File: src/rtl/is2vid_mode_scheduler.sv
// is2vid_mode_scheduler
//   Mode-bank controller behind the IS2Vid control slave. It completes forwarded
//   mode-register writes with a one-cycle av_write_ack. On each start-of-frame it
//   scans the mode bank for the entry matching the incoming resolution and reports
//   the result on mode_match, with a mode_change pulse when the result changes.
//
//   Optional feature macro: IS2VID_MODE_SCHED_STATS_EN
//     defined     -> nomatch_count counts searches with no match (saturating);
//                    a write to address 9 clears it.
//     not defined -> nomatch_count is tied to 0 and address 9 is a no-op write.
//
//   Handshake: write_trigger is held high by the master until av_write_ack has
//   pulsed; the ack comes exactly two cycles after the trigger is seen in IDLE.
//   sof is a single-cycle pulse with in_* valid in the same cycle; a sof that
//   arrives while the FSM is busy is remembered (newest one only) and served on
//   return to IDLE.
//   dbg_state exposes the FSM state for checkers.
module is2vid_mode_scheduler #(
    parameter int NO_OF_MODES = 4,
    parameter int DIM_WIDTH   = 16
) (
    input  logic                   clk,
    input  logic                   rst,
    input  logic                   write_trigger,
    input  logic [7:0]             av_address,
    input  logic [15:0]            av_writedata,
    output logic                   av_write_ack,
    input  logic                   sof,
    input  logic [DIM_WIDTH-1:0]   in_width,
    input  logic [DIM_WIDTH-1:0]   in_height,
    input  logic                   in_interlaced,
    output logic [NO_OF_MODES-1:0] mode_match,
    output logic                   mode_change,
    output logic                   busy,
    output logic [15:0]            nomatch_count,
    output logic [2:0]             dbg_state
);

    localparam int IW = (NO_OF_MODES > 1) ? $clog2(NO_OF_MODES) : 1;

    typedef enum logic [2:0] {
        S_IDLE   = 3'd0,
        S_WRITE  = 3'd1,
        S_ACK    = 3'd2,
        S_SEARCH = 3'd3,
        S_REPORT = 3'd4
    } state_t;

    state_t r_state;
    state_t w_next;

    // Mode bank
    logic [DIM_WIDTH-1:0]   r_width  [NO_OF_MODES];
    logic [DIM_WIDTH-1:0]   r_height [NO_OF_MODES];
    logic [NO_OF_MODES-1:0] r_valid;
    logic [NO_OF_MODES-1:0] r_intl;
    logic [15:0]            r_bank_sel;

    // Search context: dims under test, and the buffer for a sof seen while busy
    logic [IW-1:0]          r_idx;
    logic [DIM_WIDTH-1:0]   r_sw, r_sh, r_pw, r_ph;
    logic                   r_si, r_pi;
    logic                   r_sof_pending;
    logic [NO_OF_MODES-1:0] r_result;
    logic [NO_OF_MODES-1:0] r_mode_match;
    logic                   r_first;

    logic                   w_entry_hit;
    logic                   w_last;
    logic                   w_change;
    logic                   w_sel_ok;
    logic [IW-1:0]          w_sel;
    logic                   w_start;

    assign w_entry_hit = r_valid[r_idx] && (r_width[r_idx] == r_sw) &&
                         (r_height[r_idx] == r_sh) && (r_intl[r_idx] == r_si);
    assign w_last      = (r_idx == IW'(NO_OF_MODES - 1));
    assign w_change    = (r_result != r_mode_match) || r_first;
    assign w_sel_ok    = (r_bank_sel < 16'(NO_OF_MODES));
    assign w_sel       = r_bank_sel[IW-1:0];
    assign w_start     = (r_state == S_IDLE) && (sof || r_sof_pending);

    // State register
    always_ff @(posedge clk or posedge rst) begin
        if (rst) r_state <= S_IDLE;
        else     r_state <= w_next;
    end

    // Next-state and outputs; a new frame outranks a pending write
    always_comb begin
        w_next       = r_state;
        av_write_ack = 1'b0;
        mode_change  = 1'b0;
        mode_match   = r_mode_match;
        busy         = (r_state != S_IDLE);
        dbg_state    = r_state;
        case (r_state)
            S_IDLE: begin
                if (sof || r_sof_pending) w_next = S_SEARCH;
                else if (write_trigger)   w_next = S_WRITE;
            end
            S_WRITE: w_next = S_ACK;
            S_ACK: begin
                av_write_ack = 1'b1;
                w_next       = S_IDLE;
            end
            S_SEARCH: begin
                if (w_entry_hit || w_last) w_next = S_REPORT;
            end
            S_REPORT: begin
                mode_change = w_change;
                if (w_change) mode_match = r_result;
                w_next = S_IDLE;
            end
            default: w_next = S_IDLE;
        endcase
    end

    // Search sequencing, pending-sof buffer and the reported result
    always_ff @(posedge clk or posedge rst) begin
        if (rst) begin
            r_idx         <= '0;
            r_sw          <= '0;
            r_sh          <= '0;
            r_si          <= 1'b0;
            r_pw          <= '0;
            r_ph          <= '0;
            r_pi          <= 1'b0;
            r_sof_pending <= 1'b0;
            r_result      <= '0;
            r_mode_match  <= '0;
            r_first       <= 1'b1;
        end else begin
            if (w_start) begin
                r_idx         <= '0;
                r_result      <= '0;
                r_sof_pending <= 1'b0;
                if (sof) begin
                    r_sw <= in_width;
                    r_sh <= in_height;
                    r_si <= in_interlaced;
                end else begin
                    r_sw <= r_pw;
                    r_sh <= r_ph;
                    r_si <= r_pi;
                end
            end else if (sof && (r_state != S_IDLE)) begin
                r_sof_pending <= 1'b1;
                r_pw          <= in_width;
                r_ph          <= in_height;
                r_pi          <= in_interlaced;
            end
            if (r_state == S_SEARCH) begin
                if (w_entry_hit) r_result <= NO_OF_MODES'(1) << r_idx;
                if (!w_last)     r_idx    <= r_idx + IW'(1);
            end
            if (r_state == S_REPORT) begin
                r_first <= 1'b0;
                if (w_change) r_mode_match <= r_result;
            end
        end
    end

    // Register writes; out-of-range bank_sel and unmapped addresses are dropped
    always_ff @(posedge clk or posedge rst) begin
        if (rst) begin
            for (int i = 0; i < NO_OF_MODES; i++) begin
                r_width[i]  <= '0;
                r_height[i] <= '0;
            end
            r_valid    <= '0;
            r_intl     <= '0;
            r_bank_sel <= '0;
        end else if (r_state == S_WRITE) begin
            case (av_address)
                8'd5: r_bank_sel <= av_writedata;
                8'd6: if (w_sel_ok) r_width[w_sel]  <= DIM_WIDTH'(av_writedata);
                8'd7: if (w_sel_ok) r_height[w_sel] <= DIM_WIDTH'(av_writedata);
                8'd8: if (w_sel_ok) begin
                    r_valid[w_sel] <= av_writedata[0];
                    r_intl[w_sel]  <= av_writedata[1];
                end
                default: ;
            endcase
        end
    end

`ifdef IS2VID_MODE_SCHED_STATS_EN
    logic [15:0] r_nomatch;

    // Saturating count of searches that found no entry; address 9 clears it
    always_ff @(posedge clk or posedge rst) begin
        if (rst) begin
            r_nomatch <= '0;
        end else if ((r_state == S_WRITE) && (av_address == 8'd9)) begin
            r_nomatch <= '0;
        end else if ((r_state == S_REPORT) && (r_result == '0) && (r_nomatch != 16'hFFFF)) begin
            r_nomatch <= r_nomatch + 16'd1;
        end
    end

    assign nomatch_count = r_nomatch;
`else
    assign nomatch_count = 16'd0;
`endif

endmodule

File: config.mk
export PLATFORM = sky130hd
export DESIGN_NAME = is2vid_mode_scheduler
export DESIGN_NICKNAME = d
export VERILOG_FILES = /design/src/rtl/is2vid_mode_scheduler.sv
export SDC_FILE = /design/constraint.sdc
export NUM_CORES = 1
export LEC_CHECK = 0
export ABC_AREA = 1
export CAP_MARGIN = 20
export CORE_ASPECT_RATIO = 0.75
export CORE_MARGIN = 2
export CORE_UTILIZATION = 59
export DETAILED_ROUTE_END_ITERATION = 8
export PLACE_DENSITY = 0.83
export SYNTH_ARGS = -nofsm -noshare
export SYNTH_HDL_FRONTEND = slang
export SYNTH_SLANG_ARGS = --single-unit
File: constraint.sdc
create_clock -name clk -period 11.65 [get_ports clk]
set_input_delay 2.9125 -clock clk [delete_from_list [all_inputs] [get_ports clk]]
set_output_delay 2.9125 -clock clk [all_outputs]
set_load 0.02 [all_outputs]
==> metrics.md, run 1 <==
| Metric | Value |
|---|---|
| Vias post-DR | `9198` |
| FMAX | `193.2 MHz` |
| Critical Path Fanout Max | `6` |
| Setup TNS | `0 ps` |
| Power density over cell area | `199.6 mW/mm2` |
| Resize count post-CTS | `0` |
| Dpl hpwl | `16.99 mm` |
| DIE HEIGHT | `122.3 um` |
| Number of global-route vias before repair | `8648` |
| Final instance area | `0.01240 mm2` |
| First-pass GRT wire length | `44.06 mm` |
| Commonest cells after routing, fill and taps aside | `494 x nand2_1, 231 x dfrtp_1, 198 x o21ai_0` |
| CTS buffer count | `22` |
| Largest net degree at the start of global routing | `151` |
| Status | `complete, no violations` |
| Share of the synthesized area in the top cell type | `52.75%` |
| CP Capture Type | `output port` |
| FF+latch count, synth | `233` |
| Final nets | `1455` |
| Max_cap viols | `0` |
| Slew @ Worst Pin | `1038 ps` |
| GRT overflow | `0` |
| Max-slew violation count | `0` |
| Max Root-Sink Buffers | `3` |
| Yosys warning total | `0` |
| Initial DRC count | `1166` |
| Synth cell types | `35` |
| Via density | `5.568` |
| Fin crit share | `44.43%` |
| Final hold violation count | `0` |
| Placed Area | `0.01159 mm2` |
| Top cells by area, synth | `dfrtp_1 53%, nand2_1 17%, o21ai_0 9.0%` |
| Clock skew | `11.47 ps` |
| Initial core utilization | `59.81%` |
| Commonest non-fill, non-tap cell in the layout | `nand2_1` |
| Synth area leader | `dfrtp_1` |
| Power after layout | `0.002474 W` |
| Initial antenna violation count | `0` |
| Syn avg cell area | `8.075 um2` |
| Maximum VDD drop | `117.0 uV` |
| Core Area | `0.01840 mm2` |
| Clk sink count | `233` |
| Final ANT Viol Nets | `0` |
| CTS tree | `built` |
| Total die area | `0.01977 mm2` |
| Setup CP Type | `reg -> out` |
| Crit path DAT | `2260 ps` |
| All-Layer GR Usage | `28.12%` |
| Worst skew pair latency | `510 ps` |
| Seq/Total Area, Yosys | `52.99%` |
| I/O pins | `87` |
| Cells after synthesis | `1363` |
| P&R area growth vs syn | `12.63%` |
| Per-cell routed wire length | `16.30 um` |
| Final WS setup | `6473 ps` |
| # diodes | `0` |
| Hold Crit Depth | `2` |
| Final Critical Period | `5177 ps` |
| Layout cells sized above 1 | `5.053%` |
| CP required | `8740 ps` |
| R2R setup slack | `8880 ps` |
| # hold bufs at CTS | `0` |
| Site row count | `43` |
| IO buf count | `70` |
| Post-CTS Setup Bufs | `0` |
| Dpl ws | `5713 ps` |
| Clk root buf | `clkbuf_16` |
| Placer Congestion | `0.8572` |
| DR pass1 iterations | `5` |
| Worst rel slew slack | `30.65%` |
| DRT Wirelength | `26.93 mm` |
| RSZ-0062 raised after global routing | `false` |
| Reg2reg path depth | `14` |
| HP Class | `reg -> reg` |
| FILL cells | `1480` |
| Htree depth | `1` |
| Die X | `161.7 um` |
| Leakage | `5.810 nW` |
| Mapped Area | `0.01101 mm2` |
| Clock-pin slew on the worst setup and hold paths | `60 ps` |
| Util after Layout | `67.37%` |
| Final setup viols | `0` |
| DR DRC count | `0` |
| Kind of start point of the critical path | `flip-flop` |
[worst paths after layout]
check                                               from                  endpoint
worst max-delay path            dbg_state[1]$_DFFE_PP0P_             mode_match[0]
worst min-delay path                 r_first$_DFFE_PP1N_       r_first$_DFFE_PP1N_
worst max register to register        r_idx[0]$_DFF_PP0_     r_result[3]$_DFF_PP0_
worst min register to register       r_first$_DFFE_PP1N_       r_first$_DFFE_PP1N_
max in group asynchronous                            rst  r_height[57]$_DFFE_PP0P_
min in group asynchronous                            rst  r_height[21]$_DFFE_PP0P_
[report_power, final]
part / total, W / internal (W) / switching (W) / leakage [nW]
Combinational: 0.000713 / 0.000226 / 0.000486 / 2.32
Clock: 0.000726 / 0.000421 / 0.000305 / 0.362
Sequential: 0.00104 / 0.000950 / 0.0000848 / 3.12
Total: 0.00247 / 0.00160 / 0.000876 / 5.81
[state kept, by name, indices dropped and copies added (netlist names)]
register / count
r_height: 64
r_width: 64
r_bank_sel: 16
r_ph: 16
r_pw: 16
r_sh: 16
r_sw: 16
r_intl: 4
r_mode_match: 4
r_result: 4
r_valid: 4
dbg_state: 3
r_idx: 2
r_first: 1
r_pi: 1
r_si: 1
r_sof_pending: 1
[cell type report]
type	instances	area (um2)	share of cell area (%)
flip-flops and latches	233	5833	47.06
repair buffers	76	793.3	6.400
multi-input cells	951	4320	34.85
clock inverters	5	50.05	0.4038
clock buffers	34	676.9	5.461
inverters	106	412.9	3.331
well taps	247	309.0	2.493
[layer usage]
| metal | GRT usage, % | vias to the layer above | wire, um |
|---|---|---|---|
| met3 | 4.495 | 52 | 1916 |
| li1 | - | 4407 | - |
| met1 | 40.08 | 4406 | 11960 |
| met2 | 45.75 | 333 | 12350 |
| met4 | 7.412 | 0 | 703 |
| met5 | 0 | - | 0 |
[synth_stat cells, drive strengths merged]
| master | n |
|---|---|
| dfstp | 1 |
| a211oi | 1 |
| o211ai | 25 |
| nor2 | 36 |
| nor4 | 3 |
| a21oi | 2 |
| o2111ai | 1 |
| or4 | 2 |
| buf | 63 |
| dfrtp | 232 |
| clkbuf | 25 |
| xnor2 | 2 |
| nand3 | 101 |
| nand4 | 5 |
| o21ai | 237 |
| inv | 106 |
| ha | 4 |
| conb | 1 |
| and3 | 1 |
| xor2 | 7 |
| nor3 | 5 |
| nand2 | 503 |
[worst max-delay path: stages, from the launching register on]
cell	delay (ps)
dfrtp_1	420
nor2_1	190
nand2_1	190
inv_1	170
nand2_1	60
o21ai_0	100
clkdlybuf4s50_1	640
[per-stage QoR]
step,cells,hold WS [ps]
finish,1652,467.3
global route,1652,497.8
global placement,1610,452.7
floorplan,1378,436.7
CTS,1649,465.6
detailed placement,1610,452.2
[cells by family after synthesis]
kind of cell / Yosys count / synth area share [%]
and+or+nand+nor: 656 / 24.73
adders and majority gates: 4 / 0.4548
AOI/OAI and AO/OA: 266 / 12.72
xor gates and xnor gates: 9 / 0.7163
DFF: 233 / 52.99
buffers and inverters: 194 / 8.356
other: 1 / 0.03407
(Power assumes the default switching activity.)
==> run 2, diff against run 1 <==
clock period = 4.9 ns   (was 11.65 ns; I/O delays follow)
==> run 2 against run 1 <==
Sequential power rose by 140%. Largest power group unchanged. Critical endpoint unchanged. Highest routed layer unchanged. Sequential share of layout area is essentially flat. Final area up 0.10%. Clock skew grew 10 ps. Global-route usage grew 0.60 points. Hold slack worse by 5.5 ps. Wire length up 1.7%. Die area stayed put. Power rose by 140%. Clock power up 140%. Final cell count grew 0.18%.
==> metrics.md, run 2 (synthesis results as in run 1) <==
| Metric | Value |
|---|---|
| Final hold violation count | `0` |
| Placed Area | `0.01164 mm2` |
| Hold Crit Depth | `2` |
| Resize count post-CTS | `0` |
| Final Critical Period | `3558 ps` |
| Largest net degree at the start of global routing | `133` |
| RSZ-0062 raised after global routing | `false` |
| Max-slew violation count | `0` |
| Clock skew | `21.44 ps` |
| CP required | `3670 ps` |
| Power after layout | `0.005963 W` |
| DRT Wirelength | `27.38 mm` |
| Initial DRC count | `882` |
| DR DRC count | `0` |
| DR pass1 iterations | `5` |
| Final setup viols | `0` |
| Final std cells w/o fill | `1655` |
| Worst skew pair latency | `530 ps` |
| Commonest non-fill, non-tap cell in the layout | `nand2_1` |
| Commonest cells after routing, fill and taps aside | `494 x nand2_1, 231 x dfrtp_1, 198 x o21ai_0` |
| IO buf count | `70` |
| Sequential power share | `42.2%` |
| Initial antenna violation count | `1` |
| FMAX | `281.1 MHz` |
| Final nets | `1457` |
| Site row count | `43` |
| P&R area growth vs syn | `12.74%` |
| Die X | `161.7 um` |
| Cell family with most CP delay | `buffers and inverters` |
| P_sw | `0.002147 W` |
| Vias post-DR | `9220` |
| Per-cell routed wire length | `16.54 um` |
| Max Root-Sink Buffers | `3` |
| Leakage | `5.814 nW` |
| Placer Congestion | `0.8316` |
| Via density | `5.571` |
| DIE HEIGHT | `122.3 um` |
| Max_cap viols | `0` |
| Clk root buf | `clkbuf_16` |
| Total placed cells including tap cells | `1613` |
| Worst hold slack | `461.8 ps` |
| Core Area | `0.01840 mm2` |
| CTS buffer count | `23` |
| CTS tree | `built` |
| Clk network pwr share | `29.6%` |
| Worst path depth | `6` |
| First-pass GRT wire length | `45.00 mm` |
| Number of global-route vias before repair | `8895` |
| Slew @ Worst Pin | `928.2 ps` |
| FILL cells | `1505` |
| Dpl hpwl | `16.86 mm` |
| Crit-path most repeated cell | `nand2_1` |
| Worst rel slew slack | `37.95%` |
| Sw frac | `36.01%` |
| Maximum VDD drop | `260.6 uV` |
| Initial core utilization | `59.81%` |
| All-Layer GR Usage | `28.71%` |
| Internal power | `0.003816 W` |
| Comb power frac | `28.3%` |
| Status | `complete, no violations` |
| Crit path DAT | `2330 ps` |
| Crit path cell chain | `nor2_1 > nand2_1 > inv_1 > nand2_1 > o21ai_0 > clkdlybuf4s50_1` |
| Clk sink count | `233` |
| Setup TNS | `0 ps` |
| I/O pins | `87` |
| Largest regs | `r_height (64), r_width (64)` |
| Total die area | `0.01977 mm2` |
| Layout cells sized above 1 | `5.402%` |
| HP Class | `reg -> reg` |
| # hold bufs at CTS | `0` |
| Final instance area | `0.01241 mm2` |
| Fin crit share | `72.61%` |
| Critical Path Fanout Max | `6` |
| Post-CTS Setup Bufs | `0` |
| Clock-pin slew on the worst setup and hold paths | `60 ps` |
| GRT overflow | `0` |
| Setup CP Type | `reg -> out` |
| Buffer and inverter count on the worst path | `2` |
| Kind of start point of the critical path | `flip-flop` |
| Crit path largest cell delay | `650 ps` |
| Reg2reg path depth | `14` |
| Final ANT Viol Nets | `0` |
| Power density over cell area | `480.6 mW/mm2` |
| Worst path slowest cell | `clkdlybuf4s50_1` |
| CP Capture Type | `output port` |
| Htree depth | `1` |
==> run 2: cell count changes in the layout (fill, tap and decap cells not counted), sizes merged <==
cell and change:
buf +1, clkbuf -3, clkinv +1, clkinvlp +2, diode +1, inv +1
==> run 2: final cells by class <==
type / instances / area (um2) / share of cell area, %
Multi-Input combinational cell: 951 / 4320 / 34.82
Inverter: 106 / 409.1 / 3.297
Antenna cell: 1 / 2.502 / 0.02017
Tap cell: 247 / 309.0 / 2.491
Clock buffer: 31 / 665.6 / 5.365
Sequential cell: 233 / 5833 / 47.01
Timing Repair Buffer: 77 / 785.8 / 6.333
Clock inverter: 9 / 82.58 / 0.6655
==> run 2: metrics by stage <==
stage	util [%]	worst slack, ps
2_1_floorplan	-	625.9
3_3_place_gp	63.25	1467
3_5_place_dp	63.25	1373
4_1_cts	67.31	1340
5_1_grt	67.42	1185
6_report	67.44	1342
==> run 2: power by group through the flow <==
stage | Combinational, W | Clock [W] | Sequential, W
after floorplan | 0.00126 | 0 | 0.00245
after global placement | 0.00159 | 0 | 0.00252
after detailed placement | 0.00164 | 0 | 0.00254
after CTS | 0.00166 | 0.00178 | 0.00251
after global routing | 0.00190 | 0.00186 | 0.00255
final | 0.00168 | 0.00176 | 0.00251
==> run 2: final timing paths <==
path                                       endpoint                     start  slack, ps
max in group asynchronous       r_sw[4]$_DFFE_PP0P_                       rst       3040
setup / recovery                      mode_match[0]  dbg_state[0]$_DFFE_PP0P_       1340
min in group asynchronous  r_height[12]$_DFFE_PP0P_                       rst       1250
hold reg to reg                 r_first$_DFFE_PP1N_       r_first$_DFFE_PP1N_        460
hold / removal                  r_first$_DFFE_PP1N_       r_first$_DFFE_PP1N_        460
setup reg to reg              r_result[0]$_DFF_PP0_        r_idx[0]$_DFF_PP0_       1810
==> run 2: worst reg2reg max path, cell delays in order, from the launching register on <==
cell and delay, ps:
dfrtp_2 930, buf_4 530, nand2_1 120, nand3_1 90, nand2_1 90, nand2_1 170
o21ai_0 120, nor2_1 110, nand3_1 170, inv_2 80, nand2_1 120, nor2_4 170
nand3_2 120, nand2_1 100, nand2_1 60
==> run 2: layer usage <==
| metal | part of all wire [%] | GRT usage, % |
|---|---|---|
| met5 | 0 | 0 |
| met4 | 3.1 | 9.900 |
| met3 | 7.3 | 5.069 |
| met2 | 46 | 46.02 |
| met1 | 43 | 40.30 |
